**config.mk**
```make
export PLATFORM = sky130hd
export DESIGN_NAME = bsg_axil_to_irq
export DESIGN_NICKNAME = d
export VERILOG_FILES = /design/src/rtl/bsg_axil_irq_pkg.sv /design/src/rtl/bsg_axil_irq_decode.sv /design/src/rtl/bsg_axil_to_irq.sv
export SDC_FILE = /design/constraint.sdc
export NUM_CORES = 1
export LEC_CHECK = 0
export CAP_MARGIN = 20
export CORE_ASPECT_RATIO = 0.6
export CORE_UTILIZATION = 38
export DETAILED_ROUTE_END_ITERATION = 16
export GPL_TIMING_DRIVEN = 0
export PLACE_DENSITY = 0.93
export SYNTH_ARGS = -nofsm -noshare
export SYNTH_HDL_FRONTEND = slang
export SYNTH_SLANG_ARGS = --single-unit
export TNS_END_PERCENT = 1
```
**constraint.sdc**
```tcl
create_clock -name clk_i -period 4.74 [get_ports clk_i]
set_input_delay 1.422 -clock clk_i [delete_from_list [all_inputs] [get_ports clk_i]]
set_output_delay 1.422 -clock clk_i [all_outputs]
set_load 0.005 [all_outputs]
```
**src/rtl/bsg_axil_irq_pkg.sv**
```systemverilog
// Shared types for the AXI-lite interrupt register block: write FSM states,
// AXI response codes and the index-width helper.
package bsg_axil_irq_pkg;

    typedef enum logic [1:0] {
        IDLE    = 2'd0,
        HAVE_AW = 2'd1,
        HAVE_W  = 2'd2,
        RESP    = 2'd3
    } wr_state_e;

    localparam logic [1:0] RESP_OKAY   = 2'b00;
    localparam logic [1:0] RESP_SLVERR = 2'b10;

    // A single line still needs a one-bit index port.
    function automatic int idx_width(input int n);
        return (n > 1) ? $clog2(n) : 1;
    endfunction

endpackage

```
**src/rtl/bsg_axil_irq_decode.sv**
```systemverilog
// Address decoder: word-aligned hit inside the IRQ window and the line index.
module bsg_axil_irq_decode
    import bsg_axil_irq_pkg::*;
#(
    parameter int          axil_addr_width_p = 32,
    parameter int unsigned irq_base_addr_p   = 32'h300000,
    parameter int          irq_sources_p     = 2,
    parameter int          idx_w_p           = 1
) (
    input  logic [axil_addr_width_p-1:0] addr_i,
    output logic                         hit_o,
    output logic [idx_w_p-1:0]           idx_o
);

    localparam logic [axil_addr_width_p-1:0] base_lp  = axil_addr_width_p'(irq_base_addr_p);
    localparam logic [axil_addr_width_p-1:0] limit_lp =
        axil_addr_width_p'(64'(irq_base_addr_p) + 64'(4 * irq_sources_p));

    logic [axil_addr_width_p-1:0] offset;

    always_comb begin
        offset = addr_i - base_lp;
        hit_o  = (addr_i >= base_lp) && (addr_i < limit_lp) && (addr_i[1:0] == 2'b00);
        idx_o  = idx_w_p'(offset >> 2);
    end

endmodule

```
**src/rtl/bsg_axil_to_irq.sv**
```systemverilog
// AXI-lite slave exposing one writable/readable register bit per interrupt
// line; irq_o drives the registered levels directly.
module bsg_axil_to_irq
    import bsg_axil_irq_pkg::*;
#(
    parameter int          axil_data_width_p = 32,
    parameter int          axil_addr_width_p = 32,
    parameter int unsigned irq_base_addr_p   = 32'h300000,
    parameter int          irq_sources_p     = 2
) (
    input  logic                           clk_i,
    input  logic                           rst_ni,

    input  logic [axil_addr_width_p-1:0]   s_axil_awaddr_i,
    input  logic [2:0]                     s_axil_awprot_i,
    input  logic                           s_axil_awvalid_i,
    output logic                           s_axil_awready_o,
    input  logic [axil_data_width_p-1:0]   s_axil_wdata_i,
    input  logic [axil_data_width_p/8-1:0] s_axil_wstrb_i,
    input  logic                           s_axil_wvalid_i,
    output logic                           s_axil_wready_o,
    output logic [1:0]                     s_axil_bresp_o,
    output logic                           s_axil_bvalid_o,
    input  logic                           s_axil_bready_i,

    input  logic [axil_addr_width_p-1:0]   s_axil_araddr_i,
    input  logic [2:0]                     s_axil_arprot_i,
    input  logic                           s_axil_arvalid_i,
    output logic                           s_axil_arready_o,
    output logic [axil_data_width_p-1:0]   s_axil_rdata_o,
    output logic [1:0]                     s_axil_rresp_o,
    output logic                           s_axil_rvalid_o,
    input  logic                           s_axil_rready_i,

    output logic [irq_sources_p-1:0]       irq_o
);

    localparam int idx_w_lp = idx_width(irq_sources_p);

    wr_state_e                      state_q, state_d;
    logic [axil_addr_width_p-1:0]   awaddr_q, awaddr_d;
    logic                           wdata_q, wdata_d;
    logic                           wstrb_q, wstrb_d;
    logic [irq_sources_p-1:0]       irq_q, irq_d;
    logic [1:0]                     bresp_q, bresp_d;
    logic                           rvalid_q, rvalid_d;
    logic [axil_data_width_p-1:0]   rdata_q, rdata_d;
    logic [1:0]                     rresp_q, rresp_d;

    logic                           aw_hs, w_hs, ar_hs, do_write;
    logic [axil_addr_width_p-1:0]   wr_addr;
    logic                           wr_data, wr_strb;
    logic                           wr_hit, rd_hit;
    logic [idx_w_lp-1:0]            wr_idx, rd_idx;

    // Protection bits and everything above data/strobe bit 0 carry no meaning here.
    logic unused_inputs;
    assign unused_inputs = ^{s_axil_awprot_i, s_axil_arprot_i, s_axil_wdata_i, s_axil_wstrb_i};

    // Readies and valids are decoded from registered state only.
    assign s_axil_awready_o = (state_q == IDLE) || (state_q == HAVE_W);
    assign s_axil_wready_o  = (state_q == IDLE) || (state_q == HAVE_AW);
    assign s_axil_bvalid_o  = (state_q == RESP);
    assign s_axil_bresp_o   = bresp_q;
    assign s_axil_arready_o = ~rvalid_q;
    assign s_axil_rvalid_o  = rvalid_q;
    assign s_axil_rdata_o   = rdata_q;
    assign s_axil_rresp_o   = rresp_q;
    assign irq_o            = irq_q;

    assign aw_hs = s_axil_awvalid_i & s_axil_awready_o;
    assign w_hs  = s_axil_wvalid_i  & s_axil_wready_o;
    assign ar_hs = s_axil_arvalid_i & s_axil_arready_o;

    // Whichever channel arrived first is replayed from its latch.
    assign wr_addr = (state_q == HAVE_AW) ? awaddr_q : s_axil_awaddr_i;
    assign wr_data = (state_q == HAVE_W)  ? wdata_q  : s_axil_wdata_i[0];
    assign wr_strb = (state_q == HAVE_W)  ? wstrb_q  : s_axil_wstrb_i[0];

    bsg_axil_irq_decode #(
        .axil_addr_width_p(axil_addr_width_p),
        .irq_base_addr_p  (irq_base_addr_p),
        .irq_sources_p    (irq_sources_p),
        .idx_w_p          (idx_w_lp)
    ) u_wr_decode (
        .addr_i(wr_addr),
        .hit_o (wr_hit),
        .idx_o (wr_idx)
    );

    bsg_axil_irq_decode #(
        .axil_addr_width_p(axil_addr_width_p),
        .irq_base_addr_p  (irq_base_addr_p),
        .irq_sources_p    (irq_sources_p),
        .idx_w_p          (idx_w_lp)
    ) u_rd_decode (
        .addr_i(s_axil_araddr_i),
        .hit_o (rd_hit),
        .idx_o (rd_idx)
    );

    always_comb begin
        state_d  = state_q;
        awaddr_d = awaddr_q;
        wdata_d  = wdata_q;
        wstrb_d  = wstrb_q;
        irq_d    = irq_q;
        bresp_d  = bresp_q;
        do_write = 1'b0;
        case (state_q)
            IDLE: begin
                if (aw_hs && w_hs) begin
                    state_d  = RESP;
                    do_write = 1'b1;
                end else if (aw_hs) begin
                    state_d  = HAVE_AW;
                    awaddr_d = s_axil_awaddr_i;
                end else if (w_hs) begin
                    state_d = HAVE_W;
                    wdata_d = s_axil_wdata_i[0];
                    wstrb_d = s_axil_wstrb_i[0];
                end
            end
            HAVE_AW: if (w_hs) begin
                state_d  = RESP;
                do_write = 1'b1;
            end
            HAVE_W: if (aw_hs) begin
                state_d  = RESP;
                do_write = 1'b1;
            end
            RESP: if (s_axil_bready_i) state_d = IDLE;
            default: state_d = IDLE;
        endcase
        if (do_write) begin
            bresp_d = wr_hit ? RESP_OKAY : RESP_SLVERR;
            if (wr_hit && wr_strb) irq_d[wr_idx] = wr_data;
        end
    end

    // Read data is sampled at the AR handshake, so it sees pre-write levels.
    always_comb begin
        rvalid_d = rvalid_q;
        rdata_d  = rdata_q;
        rresp_d  = rresp_q;
        if (ar_hs) begin
            rvalid_d = 1'b1;
            rdata_d  = axil_data_width_p'(rd_hit & irq_q[rd_idx]);
            rresp_d  = rd_hit ? RESP_OKAY : RESP_SLVERR;
        end else if (rvalid_q && s_axil_rready_i) begin
            rvalid_d = 1'b0;
        end
    end

    always_ff @(posedge clk_i or negedge rst_ni) begin
        if (!rst_ni) begin
            state_q  <= IDLE;
            awaddr_q <= '0;
            wdata_q  <= 1'b0;
            wstrb_q  <= 1'b0;
            irq_q    <= '0;
            bresp_q  <= RESP_OKAY;
            rvalid_q <= 1'b0;
            rdata_q  <= '0;
            rresp_q  <= RESP_OKAY;
        end else begin
            state_q  <= state_d;
            awaddr_q <= awaddr_d;
            wdata_q  <= wdata_d;
            wstrb_q  <= wstrb_d;
            irq_q    <= irq_d;
            bresp_q  <= bresp_d;
            rvalid_q <= rvalid_d;
            rdata_q  <= rdata_d;
            rresp_q  <= rresp_d;
        end
    end

endmodule

```
; ---- Word-level counts from Yosys, hierarchy flattened
; Cells that the tools add are included.
[word_totals]
ff_bits = 75
inputBits = 113
out_inout_bits = 43
[classes]
addsub = 2
magnitude_cmp = 7
n_eq_ne = 7
n_mux = 23
bitwise = 7
reduce_logical = 18
[ops]
columns = op, count
row1 = "32-bit by 22-bit >= comparator with 1-bit output, second input constant", 2
row2 = "32-bit by 22-bit less-than comparator with 1-bit output, second input constant", 2
row3 = 32-bit two-way mux, 1
row4 = 2-bit two-way mux, 8
row5 = 1-bit two-way mux, 10
row6 = 1-bit logical AND, 8
row7 = 2-bit case mux with 4 select lines, 1
row8 = 4-bit AND reduction, 2
row9 = 2-bit logical NOT, 3
row10 = "3-bit by 1-bit subtractor with 3-bit output, second input constant", 2
row11 = 1-bit bitwise AND, 4
row12 = "2-bit equality test, second input constant", 2
row13 = "1-bit by 2-bit less-than comparator with 1-bit output, second input constant", 2
row14 = "2-bit inequality test, second input constant", 2
row15 = "4-bit by 3-bit inequality test with 1-bit output, second input constant", 1
row16 = 1-bit inverter, 3
row17 = 1-bit case mux with 3 select lines, 1
row18 = 3-bit AND reduction, 1
row19 = 2-bit bitwise mux, 1
row20 = "2-bit by 1-bit equality test with 1-bit output, second input constant", 1
row21 = 1-bit logical OR, 2
row22 = "2-bit by 1-bit inequality test with 1-bit output, second input constant", 1
row23 = 2-bit AND reduction, 1
row24 = 2-bit nonzero test, 1
row25 = other kinds (2), 2

; ---- Longest topological paths before layout
[logic_depth]
depth_word = 8
mapped_depth = 8

; ---- Hierarchy
; A second synthesis with hierarchy kept.
[unflattened]
hier_cells = 220
hier_area_um2 = 2711.4
[by_module_without_submodules]
columns = mod, instances, cells_each, area_per_inst_um2, seq_area_each_um2
row1 = bsg_axil_to_irq, 1, 194, 2551.2, 1051.0
row2 = bsg_axil_irq_decode, 2, 13, 80.1, 0.0

; ---- Worst setup path after synthesis
; No wires, ideal clock.
[synth_path]
path_kind = input -> register
start = in s_axil_awaddr_i[28]
end = reg irq_q[0], in the netlist irq_o[0]
setup_ns = 0.127
arrival_time_ns = 2.409
t_required_ns = 4.613
setup_slack_ns = 2.204
cell_stages = 5
path_buffers = 0
cell_sequence = nor4_1 > nand4_1 > a22oi_2 > nand4b_1 > mux2_1
[synth_between]
elab_chain_len = 6
elab_cells_between_ends = 7
[synth_rtl]
columns = element, line_no
row1 = "start, declared", bsg_axil_to_irq.sv:14  ; input logic [axil_addr_width_p-1:0] s_axil_awaddr_i,
row2 = 32-bit two-way mux *, bsg_axil_to_irq.sv:76  ; assign wr_addr = (state_q == HAVE_AW) ? awaddr_q : s_axil_awaddr_i;
row3 = 32-bit by 22-bit >= comparator with 1-bit output or 32-bit by 22-bit less-than comparator with 1-bit output (tied branches), bsg_axil_irq_decode.sv:23  ; hit_o = (addr_i >= base_lp) && (addr_i < limit_lp) && (addr_i[1:0] == 2'b00);
row4 = 1-bit logical AND * (2 in series), bsg_axil_irq_decode.sv:23
row5 = 1-bit logical AND *, bsg_axil_to_irq.sv:137  ; if (wr_hit && wr_strb) irq_d[wr_idx] = wr_data;
row6 = 2-bit AND reduction (no line) *, n/a
row7 = "end signal, assigned", bsg_axil_to_irq.sv:171  ; irq_q <= irq_d;
row8 = "end, declared", bsg_axil_to_irq.sv:44  ; logic [irq_sources_p-1:0] irq_q, irq_d;
; Mark *: on every way between the ends. The rest lies on a longest branch, timed or not.
; A chain may end at the register's enable or synchronous reset.

; ---- Final worst setup path
[layout_path]
start = reg state_q[1]
end = out s_axil_wready_o
[layout_between]
elab_chain_len = 2
elab_cells_between_ends = 3
[layout_rtl]
columns = element, line_no
row1 = "start, declared", bsg_axil_to_irq.sv:40  ; wr_state_e state_q, state_d;
row2 = "start signal, assigned", bsg_axil_to_irq.sv:167  ; state_q <= state_d;
row3 = 2-bit by 1-bit equality test with 1-bit output or 2-bit logical NOT (tied branches), bsg_axil_to_irq.sv:62  ; assign s_axil_wready_o = (state_q == IDLE) || (state_q == HAVE_AW);
row4 = 1-bit logical OR *, bsg_axil_to_irq.sv:62
row5 = "end, declared", bsg_axil_to_irq.sv:21  ; output logic s_axil_wready_o,
; Marked as above.

==> results_dict.tcl <==
set metrics [dict create \
    outcome "complete, no violations" \
    finalSetupViolations 0 \
    global_route.overflow_total 0 \
    vdd_ir_drop_max_uv 207 \
    num_vias 1809 \
    worstSetupEndpointType "output port" \
    worst-endpoint-required_ns 3.32 \
    core_area_um2 5680 \
    cts-buffers-inserted 5 \
    antenna_found_initial 0 \
    global_route.usage.total_pct 17.5 \
    max-cap-violations 0 \
    switchingPower_w 0.000398 \
    synth-edff-count 0 \
    synth_compound_gate_area_share_pct 3.34 \
    hold_fix_buffers_cts 0 \
    via_per_inst 4.52 \
    leading_cell_types_by_total_area_after_synthesis "sky130_fd_sc_hd__dfrtp_1 46%, sky130_fd_sc_hd__mux2_2 19%, sky130_fd_sc_hd__buf_4 11%" \
    ffs_latches_synth 42 \
    synth_sequential_area_ratio_pct 45.9 \
    yosys.area_share.adder_pct 2.73 \
    placementRows 21 \
    synthDistinctLibCells 33 \
    insertion_delay_ns 0.28 \
    cts_sinks 42 \
    grt_start_max_net_pins 23 \
    hold_class "reg2reg" \
    post_synth_instance_area_um2 2290 \
    dieWidth_um 102 \
    cts.root.buffer_cell "sky130_fd_sc_hd__clkbuf_8" \
    finish.instance_area_um2 3430 \
    timing.reg2reg.setup_slack_ns 2.53 \
    power_switching_share_pct 29.7 \
    post_synth_xor_area_fraction_pct 0 \
    p_per_area_nw_per_um2 391 \
    p_comb_share_pct 39.4 \
    fin_nets 438 \
    antenna_diode_count 0 \
    yosysTopAreaCellShare_pct 45.9 \
    ratio_of_cells_with_drive_above_1_in_the_final_layout_pct 28.1 \
    setup_skew_ns 0.00432 \
    drt-pass1-iter-count 4 \
    postCtsResizedCells 0 \
    numPortBuffers 82 \
    tightest_slew_ns 0.548 \
    wire_length_of_the_first_global_routing_pass_mm 8.67 \
    tns_ns 0 \
    post_drt_wl_per_cell_um 13.1 \
    place_congestion 0.803 \
    yosysTopAreaCell "sky130_fd_sc_hd__dfrtp_1" \
    fin_crit_ns 3.29 \
    cp-start-kind "register" \
    clock.fmax_mhz 304 \
    cellInternalPower_w 0.000943 \
    drt-total-wl_mm 5.26 \
    route.antenna.remaining_nets 0 \
    synthCells 198 \
    cp.arrival_ns 1.87 \
    clockPowerShare_pct 15.8 \
    clock_tree.buffer_depth 2 \
    largest_driver_fanout_on_the_critical_path 10 \
    crit-reg2reg-launch "state_q[1]" \
    cts_tree "built" \
    worst-r2r-cell-count 8 \
    cp-startpoint "state_q[1]" \
    die_height_um 62.1 \
    io-pin-count 156 \
    yosys_warnings 0 \
    clk_transition_reported_paths_ns 0.07 \
    synth_top_family_by_area "multiplexers" \
    postCtsSetupRepairBufs 0 \
    rr_endpoint "irq_o[0]" \
    final_hold_viol_count 0 \
    postSynth.topFlopCell "sky130_fd_sc_hd__dfrtp_1" \
    initial_core_util_pct 40.3 \
    cp-endpoint "s_axil_wready_o" \
    criticalPathCategory "reg2out" \
    post_synthesis_mux_area_share_pct 20.5 \
    ys_async_sr_fraction_pct 100 \
    seq_power_share_pct 44.9 \
    final-max-slew-violation-count 0 \
    cts.htree.levels 2 \
    rsz0062_at_grt "false" \
    yosys.cell_count.top_type "sky130_fd_sc_hd__dfrtp_1" \
    layout_worst_path_cycle_share_pct 69.4 \
    netlist_top_cells_count "42 x sky130_fd_sc_hd__dfrtp_1, 38 x sky130_fd_sc_hd__mux2_2, 33 x sky130_fd_sc_hd__buf_4, 12 x sky130_fd_sc_hd__nor4_1, 10 x sky130_fd_sc_hd__nor2_1" \
    total_die_area_um2 6350 \
    flow.area_growth_from_synthesis_pct 49.9 \
    grt_pass1_vias 1825 \
    drt_iter0_drc 18 \
    whs_path_depth 1 \
    power.leakage_nw 1.53 \
    placement.cell_area_um2 3350 \
    dr_drc_count 0 \
    worst_slew_margin_rel_pct 63.5 \
    synth_simple_gate_area_share_pct 14.2 \
    synthesis.area_per_instance_um2 11.6 \
]
==> cell usage in the layout (no fill, tap or decap), types with 2 or more instances in the layout <==
| cell | n |
|---|---|
| sky130_fd_sc_hd__nor2_1 | 10 |
| sky130_fd_sc_hd__buf_2 | 4 |
| sky130_fd_sc_hd__mux2_2 | 38 |
| sky130_fd_sc_hd__nor4bb_1 | 2 |
| sky130_fd_sc_hd__inv_1 | 7 |
| sky130_fd_sc_hd__nand2_1 | 4 |
| sky130_fd_sc_hd__clkinv_2 | 2 |
| sky130_fd_sc_hd__nor4_1 | 12 |
| sky130_fd_sc_hd__o21ai_0 | 2 |
| sky130_fd_sc_hd__mux2i_1 | 3 |
| sky130_fd_sc_hd__clkdlybuf4s50_1 | 81 |
| sky130_fd_sc_hd__nand4_1 | 5 |
| sky130_fd_sc_hd__buf_4 | 33 |
| sky130_fd_sc_hd__nand3_1 | 5 |
| sky130_fd_sc_hd__nor4b_1 | 2 |
| sky130_fd_sc_hd__nor4b_2 | 2 |
| sky130_fd_sc_hd__conb_1 | 33 |
| sky130_fd_sc_hd__clkbuf_8 | 5 |
| sky130_fd_sc_hd__dfrtp_1 | 42 |
| sky130_fd_sc_hd__a21oi_1 | 3 |
| sky130_fd_sc_hd__nor3_1 | 4 |
| sky130_fd_sc_hd__or2_2 | 2 |
| sky130_fd_sc_hd__ha_1 | 5 |
==> worst max-delay path, stage by stage, from the launching register on <==
cell and delay, ns:
sky130_fd_sc_hd__dfrtp_1 0.38, sky130_fd_sc_hd__inv_1 0.10, sky130_fd_sc_hd__ha_1 0.20, sky130_fd_sc_hd__buf_6 0.15, sky130_fd_sc_hd__or2_2 0.30, sky130_fd_sc_hd__clkdlybuf4s50_1 0.46
==> final cells by class <==
cell class              instances  area, µm²
fillers                       505       2240
multi-input cells             144       1060
flip-flops and latches         42       1050
repair buffers                 83        843
plain buffers                  37        274
well taps                      80        100
clock buffers                   5       68.8
inverters                       7       26.3
clock inverters                 2       10.0
==> metal layers <==
metal	routed length (µm)	vias to the layer above	GRT usage (%)
li1	-	889	-
met1	2470	860	24.8
met2	2470	56	28.0
met3	288	4	3.83
met4	29	0	2.68
met5	0	-	0
==> logic make-up after synthesis <==
kind of cell,Yosys count
fa+ha+maj,5
compound gates,11
mux,42
buf+inv,44
simple gates,53
other cells,1
flops,42
==> stage by stage <==
step | power (W) | utilization (%) | setup slack [ns] | std cells | hold WS [ns]
after floorplan | 0.000937 | - | 2.20 | 230 | 0.470
after global placement | 0.00110 | 58.7 | 1.18 | 392 | 0.480
after detailed placement | 0.00114 | 59.1 | 1.41 | 393 | 0.486
after CTS | 0.00135 | 60.4 | 1.44 | 400 | 0.504
after global routing | 0.00144 | 60.4 | 1.39 | 400 | 0.523
final | 0.00134 | 60.4 | 1.45 | 400 | 0.502
==> power by group through the flow <==
| stage | Combinational [W] | Clock (W) | Sequential [W] |
|---|---|---|---|
| 6_report | 0.000528 | 0.000212 | 0.000602 |
| 5_1_grt | 0.000582 | 0.000236 | 0.000623 |
| 4_1_cts | 0.000532 | 0.000220 | 0.000602 |
| 3_5_place_dp | 0.000529 | 0 | 0.000610 |
| 3_3_place_gp | 0.000505 | 0 | 0.000598 |
| 2_1_floorplan | 0.000354 | 0 | 0.000582 |
==> state kept, by name (all words and copies together), names as in the netlist <==
signal / cells
awaddr_q: 32
irq_o: 2
s_axil_bresp_o: 1
s_axil_rdata_o: 1
s_axil_rresp_o: 1
s_axil_rvalid_o: 1
state_q: 2
wdata_q: 1
wstrb_q: 1
==> worst min path at each step <==
stage                             from            to  slack (ns)
after detailed placement  awaddr_q[21]  awaddr_q[21]        0.49
after global routing      awaddr_q[13]  awaddr_q[13]        0.52
after global placement    awaddr_q[20]  awaddr_q[20]        0.48
final                     awaddr_q[21]  awaddr_q[21]        0.50
after floorplan           awaddr_q[20]  awaddr_q[20]        0.47
after CTS                 awaddr_q[21]  awaddr_q[21]        0.50
No activity file was read; power rests on OpenSTA's default activity.
